File: config.mk
export PLATFORM = sky130hd
export DESIGN_NAME = muldiv_unit_flat
export DESIGN_NICKNAME = d
export VERILOG_FILES = /design/src/rtl/muldiv_unit_if.sv /design/src/rtl/muldiv_unit.sv /design/src/flat_wrapper.sv
export SDC_FILE = /design/constraint.sdc
export NUM_CORES = 1
export LEC_CHECK = 0
export ABC_AREA = 0
export CORE_UTILIZATION = 60
export DETAILED_ROUTE_END_ITERATION = 6
export MAX_ROUTING_LAYER = met4
export PLACE_DENSITY = 0.84
export SYNTH_ARGS = -nofsm -noshare
export SYNTH_HDL_FRONTEND = slang
export SYNTH_SLANG_ARGS = --single-unit
File: constraint.sdc
create_clock -name clk -period 8.8 [get_ports clk]
set_input_delay 1.76 -clock clk [delete_from_list [all_inputs] [get_ports clk]]
set_output_delay 1.76 -clock clk [all_outputs]
set_load 0.01 [all_outputs]
File: src/rtl/muldiv_unit_if.sv
// Request/result bundle between the control path and the multiply/divide unit.
interface muldiv_unit_if;
    logic        start;
    logic        mul;
    logic        div;
    logic        unsigned_op;
    logic [31:0] op_a;
    logic [31:0] op_b;
    logic        mthi;
    logic        mtlo;
    logic [31:0] wdata;
    logic        busy;
    logic        done;
    logic [31:0] hi;
    logic [31:0] lo;

    modport master (
        output start, mul, div, unsigned_op, op_a, op_b, mthi, mtlo, wdata,
        input  busy, done, hi, lo
    );

    modport slave (
        input  start, mul, div, unsigned_op, op_a, op_b, mthi, mtlo, wdata,
        output busy, done, hi, lo
    );
endinterface

File: src/rtl/muldiv_unit.sv
// Iterative MULT/MULTU/DIV/DIVU engine that owns HI/LO and services MTHI/MTLO.
// Latency: accept edge + 32 iteration edges + 1 fixup edge; done pulses the cycle after.
// Backpressure: busy stalls control; start/mthi/mtlo are dropped while busy.
module muldiv_unit (
    input  logic         clk,
    input  logic         reset,
    muldiv_unit_if.slave bus
);
    typedef enum logic [1:0] {ST_IDLE, ST_MUL, ST_DIV, ST_FIXUP} state_t;

    state_t      state_q, state_d;
    logic [4:0]  cnt_q, cnt_d;
    logic [63:0] acc_q, acc_d;
    logic [31:0] mag_q, mag_d;
    logic [31:0] dvd_q, dvd_d;
    logic        is_div_q, is_div_d;
    logic        neg_res_q, neg_res_d;
    logic        neg_rem_q, neg_rem_d;
    logic        dz_q, dz_d;
    logic        done_q, done_d;
    logic [31:0] hi_q, hi_d;
    logic [31:0] lo_q, lo_d;

    logic        idle;
    logic        accept_mul, accept_div;
    logic        sign_a, sign_b;
    logic [31:0] abs_a, abs_b;
    logic [32:0] mul_sum;
    logic [32:0] div_shift, div_diff;
    logic        div_ge;
    logic [63:0] prod_fix;
    logic [31:0] quo_fix, rem_fix;

    // |0x80000000| stays 0x80000000, which the unsigned datapath handles as-is.
    function automatic logic [31:0] magnitude(input logic [31:0] v, input logic neg);
        return neg ? (~v + 32'd1) : v;
    endfunction

    assign idle       = (state_q == ST_IDLE);
    assign accept_mul = idle && bus.start && bus.mul && !bus.div;
    assign accept_div = idle && bus.start && bus.div && !bus.mul;
    assign sign_a     = !bus.unsigned_op && bus.op_a[31];
    assign sign_b     = !bus.unsigned_op && bus.op_b[31];
    assign abs_a      = magnitude(bus.op_a, sign_a);
    assign abs_b      = magnitude(bus.op_b, sign_b);

    // Multiply keeps {partial product, remaining multiplier} in acc; divide keeps {remainder, dividend/quotient}.
    assign mul_sum   = {1'b0, acc_q[63:32]} + (acc_q[0] ? {1'b0, mag_q} : 33'd0);
    assign div_shift = acc_q[63:31];
    assign div_diff  = div_shift - {1'b0, mag_q};
    assign div_ge    = (div_shift >= {1'b0, mag_q});

    assign prod_fix = neg_res_q ? (~acc_q + 64'd1) : acc_q;
    assign quo_fix  = magnitude(acc_q[31:0], neg_res_q);
    assign rem_fix  = magnitude(acc_q[63:32], neg_rem_q);

    always_comb begin
        state_d   = state_q;
        cnt_d     = cnt_q;
        acc_d     = acc_q;
        mag_d     = mag_q;
        dvd_d     = dvd_q;
        is_div_d  = is_div_q;
        neg_res_d = neg_res_q;
        neg_rem_d = neg_rem_q;
        dz_d      = dz_q;
        done_d    = 1'b0;
        hi_d      = hi_q;
        lo_d      = lo_q;

        case (state_q)
            ST_IDLE: begin
                if (accept_mul || accept_div) begin
                    state_d   = accept_mul ? ST_MUL : ST_DIV;
                    cnt_d     = 5'd0;
                    acc_d     = {32'd0, accept_mul ? abs_b : abs_a};
                    mag_d     = accept_mul ? abs_a : abs_b;
                    dvd_d     = bus.op_a;
                    is_div_d  = accept_div;
                    neg_res_d = sign_a ^ sign_b;
                    neg_rem_d = sign_a;
                    dz_d      = (bus.op_b == 32'd0);
                end else if (!bus.start) begin
                    if (bus.mthi) hi_d = bus.wdata;
                    if (bus.mtlo) lo_d = bus.wdata;
                end
            end
            ST_MUL: begin
                acc_d = {mul_sum, acc_q[31:1]};
                cnt_d = cnt_q + 5'd1;
                if (cnt_q == 5'd31) state_d = ST_FIXUP;
            end
            ST_DIV: begin
                acc_d = div_ge ? {div_diff[31:0], acc_q[30:0], 1'b1}
                               : {div_shift[31:0], acc_q[30:0], 1'b0};
                cnt_d = cnt_q + 5'd1;
                if (cnt_q == 5'd31) state_d = ST_FIXUP;
            end
            ST_FIXUP: begin
                if (!is_div_q) begin
                    hi_d = prod_fix[63:32];
                    lo_d = prod_fix[31:0];
                end else if (dz_q) begin
                    hi_d = dvd_q;
                    lo_d = 32'hFFFF_FFFF;
                end else begin
                    hi_d = rem_fix;
                    lo_d = quo_fix;
                end
                done_d  = 1'b1;
                state_d = ST_IDLE;
            end
            default: state_d = ST_IDLE;
        endcase
    end

    always_ff @(posedge clk) begin
        if (reset) begin
            state_q   <= ST_IDLE;
            cnt_q     <= 5'd0;
            acc_q     <= 64'd0;
            mag_q     <= 32'd0;
            dvd_q     <= 32'd0;
            is_div_q  <= 1'b0;
            neg_res_q <= 1'b0;
            neg_rem_q <= 1'b0;
            dz_q      <= 1'b0;
            done_q    <= 1'b0;
            hi_q      <= 32'd0;
            lo_q      <= 32'd0;
        end else begin
            state_q   <= state_d;
            cnt_q     <= cnt_d;
            acc_q     <= acc_d;
            mag_q     <= mag_d;
            dvd_q     <= dvd_d;
            is_div_q  <= is_div_d;
            neg_res_q <= neg_res_d;
            neg_rem_q <= neg_rem_d;
            dz_q      <= dz_d;
            done_q    <= done_d;
            hi_q      <= hi_d;
            lo_q      <= lo_d;
        end
    end

    assign bus.busy = !idle;
    assign bus.done = done_q;
    assign bus.hi   = hi_q;
    assign bus.lo   = lo_q;
endmodule
File: src/flat_wrapper.sv
// flat-port wrapper written by rule: the top's interface ports become plain ports
module muldiv_unit_flat 
  (clk, reset, bus_start, bus_mul, bus_div, bus_unsigned_op, bus_op_a, bus_op_b, bus_mthi, bus_mtlo, bus_wdata, bus_busy, bus_done, bus_hi, bus_lo);
  muldiv_unit_if bus_i ();
  input  logic clk;
  input  logic reset;
  input wire logic [$bits(bus_i.start)-1:0] bus_start;
  input wire logic [$bits(bus_i.mul)-1:0] bus_mul;
  input wire logic [$bits(bus_i.div)-1:0] bus_div;
  input wire logic [$bits(bus_i.unsigned_op)-1:0] bus_unsigned_op;
  input wire logic [$bits(bus_i.op_a)-1:0] bus_op_a;
  input wire logic [$bits(bus_i.op_b)-1:0] bus_op_b;
  input wire logic [$bits(bus_i.mthi)-1:0] bus_mthi;
  input wire logic [$bits(bus_i.mtlo)-1:0] bus_mtlo;
  input wire logic [$bits(bus_i.wdata)-1:0] bus_wdata;
  output wire logic [$bits(bus_i.busy)-1:0] bus_busy;
  output wire logic [$bits(bus_i.done)-1:0] bus_done;
  output wire logic [$bits(bus_i.hi)-1:0] bus_hi;
  output wire logic [$bits(bus_i.lo)-1:0] bus_lo;
  assign bus_i.start = bus_start;
  assign bus_i.mul = bus_mul;
  assign bus_i.div = bus_div;
  assign bus_i.unsigned_op = bus_unsigned_op;
  assign bus_i.op_a = bus_op_a;
  assign bus_i.op_b = bus_op_b;
  assign bus_i.mthi = bus_mthi;
  assign bus_i.mtlo = bus_mtlo;
  assign bus_i.wdata = bus_wdata;
  assign bus_busy = bus_i.busy;
  assign bus_done = bus_i.done;
  assign bus_hi = bus_i.hi;
  assign bus_lo = bus_i.lo;
  muldiv_unit u_core (.clk(clk), .reset(reset), .bus(bus_i));
endmodule
==> results of run 1 <==
-- power groups by stage --
| stage | Clock, mW | Sequential (mW) | Combinational [mW] |
|---|---|---|---|
| floorplan | 0 | 1.14 | 1.24 |
| global placement | 0 | 1.19 | 1.76 |
| detailed placement | 0 | 1.20 | 1.79 |
| CTS | 1.14 | 1.18 | 1.81 |
| global route | 1.18 | 1.20 | 2.00 |
| finish | 1.14 | 1.19 | 1.87 |
-- placed cells by master (no fill, tap or decap), types with 11 or more instances in the layout --
master / n
sky130_fd_sc_hd__nand2_1: 311
sky130_fd_sc_hd__a21oi_1: 245
sky130_fd_sc_hd__nor2_1: 209
sky130_fd_sc_hd__dfxtp_1: 203
sky130_fd_sc_hd__clkdlybuf4s50_1: 168
sky130_fd_sc_hd__o21ai_0: 139
sky130_fd_sc_hd__xnor2_1: 90
sky130_fd_sc_hd__xor2_1: 81
sky130_fd_sc_hd__ha_1: 74
sky130_fd_sc_hd__inv_1: 73
sky130_fd_sc_hd__nor3_1: 59
sky130_fd_sc_hd__nand3_1: 40
sky130_fd_sc_hd__o211ai_1: 39
sky130_fd_sc_hd__o221ai_1: 37
sky130_fd_sc_hd__a211oi_1: 33
sky130_fd_sc_hd__a31oi_1: 31
sky130_fd_sc_hd__a21o_1: 31
sky130_fd_sc_hd__a22oi_1: 28
sky130_fd_sc_hd__buf_4: 27
sky130_fd_sc_hd__clkbuf_16: 25
sky130_fd_sc_hd__a22o_1: 24
sky130_fd_sc_hd__a222oi_1: 22
sky130_fd_sc_hd__nor4_1: 21
sky130_fd_sc_hd__nand2b_1: 21
sky130_fd_sc_hd__mux2i_1: 20
sky130_fd_sc_hd__o31ai_1: 20
sky130_fd_sc_hd__and3_1: 19
sky130_fd_sc_hd__nor2b_1: 19
sky130_fd_sc_hd__or3_1: 15
sky130_fd_sc_hd__and2_1: 12
sky130_fd_sc_hd__o41ai_1: 12
sky130_fd_sc_hd__nand4_1: 11
sky130_fd_sc_hd__o22ai_1: 11
-- flip-flops by register name (all words and copies together), names as in the netlist --
signal and cells:
u_core.acc_q 64, u_core.bus.lo 32, u_core.dvd_q 32, u_core.mag_q 32, u_core.is_div_q 1, u_core.neg_rem_q 1
u_core.neg_res_q 1, u_core.cnt_q 5, u_core.dz_q 1, u_core.state_q 2, u_core.bus.done 1, u_core.bus.hi 32
-- synth_stat cells, types with 7 or more instances --
cell type	count
sky130_fd_sc_hd__nor2_1	210
sky130_fd_sc_hd__o21a_1	10
sky130_fd_sc_hd__o21bai_1	10
sky130_fd_sc_hd__inv_1	73
sky130_fd_sc_hd__o211ai_1	39
sky130_fd_sc_hd__clkbuf_1	167
sky130_fd_sc_hd__a22oi_1	28
sky130_fd_sc_hd__a31oi_1	31
sky130_fd_sc_hd__a221oi_1	7
sky130_fd_sc_hd__and3_1	19
sky130_fd_sc_hd__o22ai_1	11
sky130_fd_sc_hd__a21o_1	31
sky130_fd_sc_hd__xnor2_1	90
sky130_fd_sc_hd__a221o_1	7
sky130_fd_sc_hd__or4_1	10
sky130_fd_sc_hd__xor2_1	81
sky130_fd_sc_hd__nand2b_1	21
sky130_fd_sc_hd__nor4_1	21
sky130_fd_sc_hd__a21boi_0	7
sky130_fd_sc_hd__o41ai_1	12
sky130_fd_sc_hd__a22o_1	24
sky130_fd_sc_hd__nand4_1	11
sky130_fd_sc_hd__and2_1	12
sky130_fd_sc_hd__nand2_1	311
sky130_fd_sc_hd__buf_1	7
sky130_fd_sc_hd__ha_1	75
sky130_fd_sc_hd__mux2i_1	20
sky130_fd_sc_hd__o221ai_1	37
sky130_fd_sc_hd__nor3_1	59
sky130_fd_sc_hd__o21ai_0	139
sky130_fd_sc_hd__nand3_1	41
sky130_fd_sc_hd__o31ai_1	20
sky130_fd_sc_hd__a21oi_1	249
sky130_fd_sc_hd__a222oi_1	22
sky130_fd_sc_hd__dfxtp_1	204
sky130_fd_sc_hd__a211oi_1	33
sky130_fd_sc_hd__nor2b_1	20
sky130_fd_sc_hd__or3_1	15
sky130_fd_sc_hd__a311oi_1	7
-- layout make-up --
type                    count  area share, %
diodes                      4         0.0523
inverters                  75           1.47
well taps                 341           2.23
clock buffers              34           3.71
repair buffers            195           9.84
multi-input cells        1845           60.3
flip-flops and latches    204           21.3
clock inverters            11           1.03
-- critical path: stages, from the launching register on --
cell	delay [ns]
sky130_fd_sc_hd__dfxtp_1	0.42
sky130_fd_sc_hd__inv_1	0.63
sky130_fd_sc_hd__nor2_1	0.18
sky130_fd_sc_hd__fa_1	0.47
sky130_fd_sc_hd__a21oi_1	0.25
sky130_fd_sc_hd__o22ai_1	0.17
sky130_fd_sc_hd__o31ai_1	0.52
sky130_fd_sc_hd__o21ai_0	0.34
sky130_fd_sc_hd__a221o_1	0.41
sky130_fd_sc_hd__a221o_1	0.42
sky130_fd_sc_hd__nor3_1	0.26
sky130_fd_sc_hd__mux2i_1	0.22
sky130_fd_sc_hd__o211ai_1	0.09
-- per-stage QoR --
step / power (mW) / std cells / hold WS, ns
global route: 4.37 / 2708 / 0.465
detailed placement: 2.99 / 2660 / 0.445
global placement: 2.96 / 2660 / 0.440
finish: 4.20 / 2709 / 0.457
floorplan: 2.38 / 2306 / 0.431
CTS: 4.13 / 2705 / 0.456
-- metal layers --
metal,global-route usage (%),vias to the layer above,wire length (um),share of wire [%]
met3,8.84,239,7930,12
met1,58.9,8763,25000,38
met4,28.9,0,4850,7.4
met2,67.7,1261,27400,42
li1,-,8469,-,-
met5,-,-,0,0
-- kinds of logic (layout without fill, tap and decap cells) --
logic type	after synthesis	after routing	share of synthesized area, %
xor gates and xnor gates	171	171	9.03
AOI/OAI and AO/OA	778	778	30.6
and+or+nand+nor	792	792	22.2
buffers and inverters	257	315	5.96
muxes	27	27	1.71
DFF	204	204	24.6
other	0	4	0
adders and majority gates	77	77	5.90
-- how the worst max path moves through the flow --
stage                    startpoint          endpoint  slack, ns
floorplan               bus_op_b[8]  u_core.mag_q[27]       4.75
global placement            bus_mul  u_core.acc_q[57]       3.98
detailed placement      bus_op_b[6]  u_core.acc_q[30]       3.84
CTS                     bus_op_b[6]  u_core.acc_q[30]       4.40
global route        u_core.acc_q[0]  u_core.acc_q[61]       3.99
finish              u_core.acc_q[0]  u_core.acc_q[61]       4.27
==> out/results.md, run 1 <==
| Step | Item | This run |
|:---|:---|:---|
| setup path | Endpoint class of the critical path | flip-flop |
| synth | Synthesized instance count | 2,306 |
| synth | Synth area leader | sky130_fd_sc_hd__dfxtp_1 |
| power | Leakage power | 7.39 nW |
| synth | Warnings, synthesis | 0 |
| setup path | Startpoint of the worst-slack reg-to-reg timing path | u_core.acc_q[0] |
| floorplanning | Die span in y | 168 um |
| floorplanning | Core area | 0.0270 mm^2 |
| detailed routing | Routed wirelength normalized by instance count | 24.0 um |
| clocking | Clock latency of the later-clocked register in the worst-skew pair | 0.56 ns |
| setup path | Required @ worst endpoint | 9.21 ns |
| synth | Count of unique library cells instantiated by Yosys | 92 |
| run status | Violations in the final reports | DRC |
| clocking | Maximum clock path buffer count | 3 |
| floorplanning | I/O pin cnt | 170 |
| finish | Area growth, synth to finish | 15.5% |
| worst hold path | Number of cells on the worst hold path | 2 |
| finish | Share of final-layout standard cells stronger than drive strength 1 | 4.78% |
| timing | Setup TNS | 0 ns |
| setup path | Startpoint Class | flip-flop |
| clocking | Root buffer cell | sky130_fd_sc_hd__clkbuf_16 |
| timing | Slew at the pin closest to its max-slew limit | 1.26 ns |
| synth | Sequential cell area fraction in the yosys report | 24.6% |
| floorplanning | Effective utilization at floorplan | 61.3% |
| setup path | R2R Setup Slk | 4.27 ns |
| floorplanning | FP Rows | 60 |
| worst hold path | Type of the tightest min-delay check | flip-flop to flip-flop |
| setup path | Data arrival at the endpoint of the critical path | 4.93 ns |
| clocking | Total clock buffers created by CTS | 25 |
| detailed routing | Final WL | 65,100 um |
| detailed routing | Routed via count divided by cell count | 6.91 |
| finish | Fill cell total of the finished layout | 2,222 |
| power | Logic pwr share | 44.4% |
| clocking | Clock Sinks | 204 |
| floorplanning | Full die area | 0.0283 mm^2 |
| setup path | Critical R2R Capture | u_core.acc_q[61] |
| power | Power per standard cell area | 220 mW/mm^2 |
| power | Switching power | 1.79 mW |
| placement | Standard cell area after detailed placement | 0.0182 mm^2 |
| global route | First-pass GRT wire length | 99,600 um |
| clocking | Clock Pin Slew Worst Setup and Hold Paths | 0.06 ns |
| timing | Share of the cycle needed by the critical path after routing | 51.4% |
| global route | Via count of the first global-routing pass | 17,335 |
| timing | Headroom to the max-slew limit | 16.3% |
| timing | Clock skew | 0.0227 ns |
| detailed routing | Post-route antenna net violation count | 0 |
| finish | Share of the core filled with cells in the final layout | 70.8% |
| clocking | H-tree levels | 1 |
| timing | Unrepaired setup endpoints after global routing | no |
| synth | Synthesized cell area | 0.0166 mm^2 |
| synth | Fraction of post-synthesis cell area in the top cell type by area | 24.6% |
| run status | Status | finished with violations |
| clocking | Post CTS Setup Buffer Count | 0 |
| placement | Pre-CTS worst setup slack | 3.84 ns |
| global route | Overall overflow remaining after global route | 0 |
| timing | Shortest period the worst path allows | 4.53 ns |
| global route | GRT Total Usage | 46.4% |
| detailed routing | Overall via count from detail_route | 18,732 |
| placement | Half-perimeter wire length after placement | 48,900 um |
| clocking | Clock tree from TritonCTS | done |
| synth | Flops & latches, synth | 204 |
| synth | Main synth FF type | sky130_fd_sc_hd__dfxtp_1 |
| finish | Number of nets in the layout | 2,527 |
| synth | Synthesized area divided by synthesized cell count | 7.19 um^2 |
| run | Number of max-cap violations | 0 |
| timing | Maximum clock frequency | 221 MHz |
| synth | Area contributors post-synth | sky130_fd_sc_hd__dfxtp_1 25%, sky130_fd_sc_hd__a21oi_1 7.5%, sky130_fd_sc_hd__nand2_1 7.0% |
| finish | Footprint of the multi-input gates | 0.0115 mm^2 |
| setup path | Worst Path Max Fanout | 21 |
| finish | Area of all placed cells without fillers | 0.0191 mm^2 |
| synth | Post-synth EDFFs | 0 |
| power | Largest voltage drop on the vdd net | 0.334 mV |
| power | Switching share of total power | 42.5% |
| synth | Net count of the mapped netlist | 2,487 |
| finish | Area taken by flip-flops and latches | 0.00409 mm^2 |
| setup path | Worst reg-to-reg path cell count | 12 |
| global route | Initial antenna violation count | 3 |
| power | Design internal power | 2.42 mW |
| detailed routing | Number of iterations in the first detailed-routing pass | 7 |
| placement | Total of buffers placed on input and output ports | 169 |
| worst hold path | Hold Startpoint | u_core.bus.lo[5] |
| detailed routing | DR iter-0 viols | 2,736 |
| detailed routing | DRC errors left | 8 |
| placement | RD Place Congestion | 1.04 |
| clocking | Resized cells post-CTS | 0 |
| floorplanning | Width of the die | 168 um |
| timing | Number of failing hold endpoints at the final stage | 0 |
| timing | Final worst setup slack | 4.27 ns |
| synth | Post-synthesis async set-or-reset flop share | 0% |
| power | Seq pwr share | 28.4% |
| clocking | Hold-fix buffer count after cts | 0 |
| setup path | Class of the most critical setup path | flip-flop to flip-flop |
| timing | Max Transition Viols Final | 0 |
| worst hold path | Sink of the worst hold path | u_core.bus.lo[5] |
| timing | Final setup fails | 0 |
| power | Portion of total power attributed to the clock network | 27.2% |
| global route | Pin count of the biggest net entering global routing | 93 |
Power figures use the tool's default switching activity.
==> run 2: changes to the inputs <==
Settings changed: CORE_UTILIZATION 60 to 53, PLACE_DENSITY 0.84 to 0.78.
Clock period 8.8 ns to 4 ns, I/O delays scaled along.
==> run 2 against run 1 <==
Effect of this change: the run now ends clean; via count rose by 0.99%; clock skew increased by 0.0062 ns; sequential cell count is the same; clock power grew 110%; sequential share of layout area shrank 0.71 points; cell area increased by 3.4%; count of clock-buffer cells in the layout is the same; final cell count increased by 4.8%.
==> out/results.md, run 2 (synthesis gave the netlist of run 1 again) <==
| Step | Item | This run | Delta |
|:---|:---|:---|:---|
| finish | Number of nets in the layout | 2,602 | was 2,527 |
| timing | Final setup fails | 0 | unchanged |
| timing | Maximum clock frequency | 273 MHz | was 221 MHz |
| finish | Area of all placed cells without fillers | 0.0198 mm^2 | was 0.0191 mm^2 |
| power | Logic pwr share | 46.6% | was 44.4% |
| power | Total Power Consumption | 9.38 mW | was 4.20 mW |
| timing | Number of failing hold endpoints at the final stage | 0 | unchanged |
| placement | # placed instances | 2,789 | was 2,660 |
| power | Switching share of total power | 42.9% | was 42.5% |
| floorplanning | Die span in y | 179 um | was 168 um |
| timing | Unrepaired setup endpoints after global routing | no | unchanged |
| run status | Status | finished clean | was finished with violations |
| detailed routing | DR iter-0 viols | 2,840 | was 2,736 |
| finish | Share of the core filled with cells in the final layout | 64.6% | was 70.8% |
| clocking | Root buffer cell | sky130_fd_sc_hd__clkbuf_16 | unchanged |
| finish | Fill cell total of the finished layout | 2,804 | was 2,222 |
| detailed routing | Overall via count from detail_route | 18,917 | was 18,732 |
| timing | Post-route worst hold slack | 0.452 ns | was 0.457 ns |
| global route | First-pass GRT wire length | 102,000 um | was 99,600 um |
| clocking | Clock latency of the later-clocked register in the worst-skew pair | 0.57 ns | was 0.56 ns |
| timing | Shortest period the worst path allows | 3.66 ns | was 4.53 ns |
| timing | Max Transition Viols Final | 0 | unchanged |
| setup path | Startpoint Class | flip-flop | unchanged |
| floorplanning | Full die area | 0.0320 mm^2 | was 0.0283 mm^2 |
| global route | Initial antenna violation count | 2 | was 3 |
| power | Largest voltage drop on the vdd net | 0.722 mV | was 0.334 mV |
| setup path | Required @ worst endpoint | 4.45 ns | was 9.21 ns |
| timing | Clock skew | 0.0289 ns | was 0.0227 ns |
| power | Power per standard cell area | 474 mW/mm^2 | was 220 mW/mm^2 |
| clocking | H-tree levels | 1 | unchanged |
| clocking | Clock tree from TritonCTS | done | unchanged |
| worst hold path | Type of the tightest min-delay check | flip-flop to flip-flop | unchanged |
| power | Portion of total power attributed to the clock network | 26.1% | was 27.2% |
| power | Leakage power | 7.77 nW | was 7.39 nW |
| finish | Register bank with the most flops | u_core.acc_q | unchanged |
| floorplanning | I/O pin cnt | 170 | unchanged |
| placement | Standard cell area after detailed placement | 0.0189 mm^2 | was 0.0182 mm^2 |
| clocking | Clock Sinks | 204 | unchanged |
| setup path | Endpoint class of the critical path | flip-flop | unchanged |
| clocking | Total clock buffers created by CTS | 26 | was 25 |
| power | Seq pwr share | 27.2% | was 28.4% |
| global route | Via count of the first global-routing pass | 17,133 | was 17,335 |
| setup path | Data arrival at the endpoint of the critical path | 4.11 ns | was 4.93 ns |
| placement | Pre-CTS worst setup slack | 0.197 ns | was 3.84 ns |
| clocking | Clock Pin Slew Worst Setup and Hold Paths | 0.06 ns | about the same |
| detailed routing | Routed via count divided by cell count | 6.66 | was 6.91 |
| timing | Final worst setup slack | 0.337 ns | was 4.27 ns |
| detailed routing | DRC errors left | 0 | was 8 |
| clocking | Maximum clock path buffer count | 3 | unchanged |
| timing | Slew at the pin closest to its max-slew limit | 1.16 ns | was 1.26 ns |
| setup path | Worst Path Max Fanout | 19 | was 21 |
| run | Number of max-cap violations | 0 | unchanged |
| global route | Pin count of the biggest net entering global routing | 82 | was 93 |
| detailed routing | Post-route antenna net violation count | 0 | unchanged |
| finish | Most used cells in the layout excluding fill and tap cells | 311 x sky130_fd_sc_hd__nand2_1, 245 x sky130_fd_sc_hd__a21oi_1, 209 x sky130_fd_sc_hd__nor2_1, 203 x sky130_fd_sc_hd__dfxtp_1, 168 x sky130_fd_sc_hd__clkdlybuf4s50_1 | unchanged |
| clocking | Hold-fix buffer count after cts | 0 | unchanged |
| finish | Share of final-layout standard cells stronger than drive strength 1 | 7.67% | was 4.78% |
| timing | Share of the cycle needed by the critical path after routing | 91.6% | was 51.4% |
| placement | Total of buffers placed on input and output ports | 169 | unchanged |
| detailed routing | Final WL | 68,300 um | was 65,100 um |
| global route | GRT Total Usage | 43.2% | was 46.4% |
| finish | Number of flip-flops in the largest register | 64 | unchanged |
| power | Switching power | 4.02 mW | was 1.79 mW |
| floorplanning | Core area | 0.0307 mm^2 | was 0.0270 mm^2 |
| clocking | Resized cells post-CTS | 0 | unchanged |
| clocking | Post CTS Setup Buffer Count | 0 | unchanged |
| placement | Half-perimeter wire length after placement | 52,700 um | was 48,900 um |
| setup path | Class of the most critical setup path | flip-flop to flip-flop | unchanged |
| floorplanning | Effective utilization at floorplan | 54.1% | was 61.3% |
| detailed routing | Number of iterations in the first detailed-routing pass | 7 | unchanged |
| floorplanning | FP Rows | 64 | was 60 |
| floorplanning | Width of the die | 179 um | was 168 um |
| placement | RD Place Congestion | 1.05 | was 1.04 |
| timing | Headroom to the max-slew limit | 23.0% | was 16.3% |
| timing | Setup TNS | 0 ns | unchanged |
| global route | Overall overflow remaining after global route | 0 | unchanged |
| finish | Final non-filler cell total | 2,840 | was 2,709 |
| finish | Area growth, synth to finish | 19.4% | was 15.5% |
| power | Design internal power | 5.35 mW | was 2.42 mW |
| detailed routing | Routed wirelength normalized by instance count | 24.1 um | was 24.0 um |
| finish | Most common cell after layout, fill and taps aside | sky130_fd_sc_hd__nand2_1 | unchanged |
[run 2: changes by cell type in the layout (fill, tap and decap cells not counted), moves of 2 or more]
cell / delta
sky130_fd_sc_hd__clkbuf_8: -3
sky130_fd_sc_hd__clkinvlp_4: +2
sky130_fd_sc_hd__clkbuf_16: +2
sky130_fd_sc_hd__buf_12: +4
sky130_fd_sc_hd__bufinv_16: -2
sky130_fd_sc_hd__buf_4: +70
[run 2: worst paths after layout]
check	start	end	slack, ns	cells after the start
max	u_core.mag_q[26]	u_core.acc_q[58]	0.34	11
min	u_core.mag_q[6]	u_core.mag_q[6]	0.45	2
max reg2reg	u_core.mag_q[26]	u_core.acc_q[58]	0.34	11
min reg2reg	u_core.mag_q[6]	u_core.mag_q[6]	0.45	2
[run 2: worst max-delay path: stages (launching register included)]
cell and delay [ns]:
sky130_fd_sc_hd__dfxtp_1 0.44, sky130_fd_sc_hd__inv_1 0.14, sky130_fd_sc_hd__ha_1 0.48, sky130_fd_sc_hd__nand4_1 0.19, sky130_fd_sc_hd__or4_1 0.53, sky130_fd_sc_hd__nor4_1 0.34
sky130_fd_sc_hd__a22oi_1 0.12, sky130_fd_sc_hd__o21ai_1 0.32, sky130_fd_sc_hd__nor3b_4 0.15, sky130_fd_sc_hd__buf_4 0.26, sky130_fd_sc_hd__or3_1 0.37, sky130_fd_sc_hd__a311oi_1 0.22
[run 2: metal layers]
layer  part of all wire (%)  track usage, %
met5                      0               -
met4                    6.2            22.1
met3                    9.6            6.64
met2                     43            64.1
met1                     41            56.5
[run 2: area by class of cell]
cell class                 instances  area [um^2]  area share (%)
antenna                            5         12.5          0.0632
clock buffer                      34          722            3.65
clock inverter                    12          150           0.758
inverter                          75          282            1.42
multi-input combinational       1845        11600            58.4
sequential                       204         4090            20.6
tap                              396          495            2.50
timing repair buffer             269         2490            12.6
[run 2: power groups by stage]
stage	registers, mW	clock network, mW	logic (mW)
floorplan	2.51	0	2.72
global placement	2.57	0	4.18
detailed placement	2.58	0	4.22
global route	2.57	2.52	4.68
finish	2.55	2.45	4.37
CTS	2.54	2.44	4.24
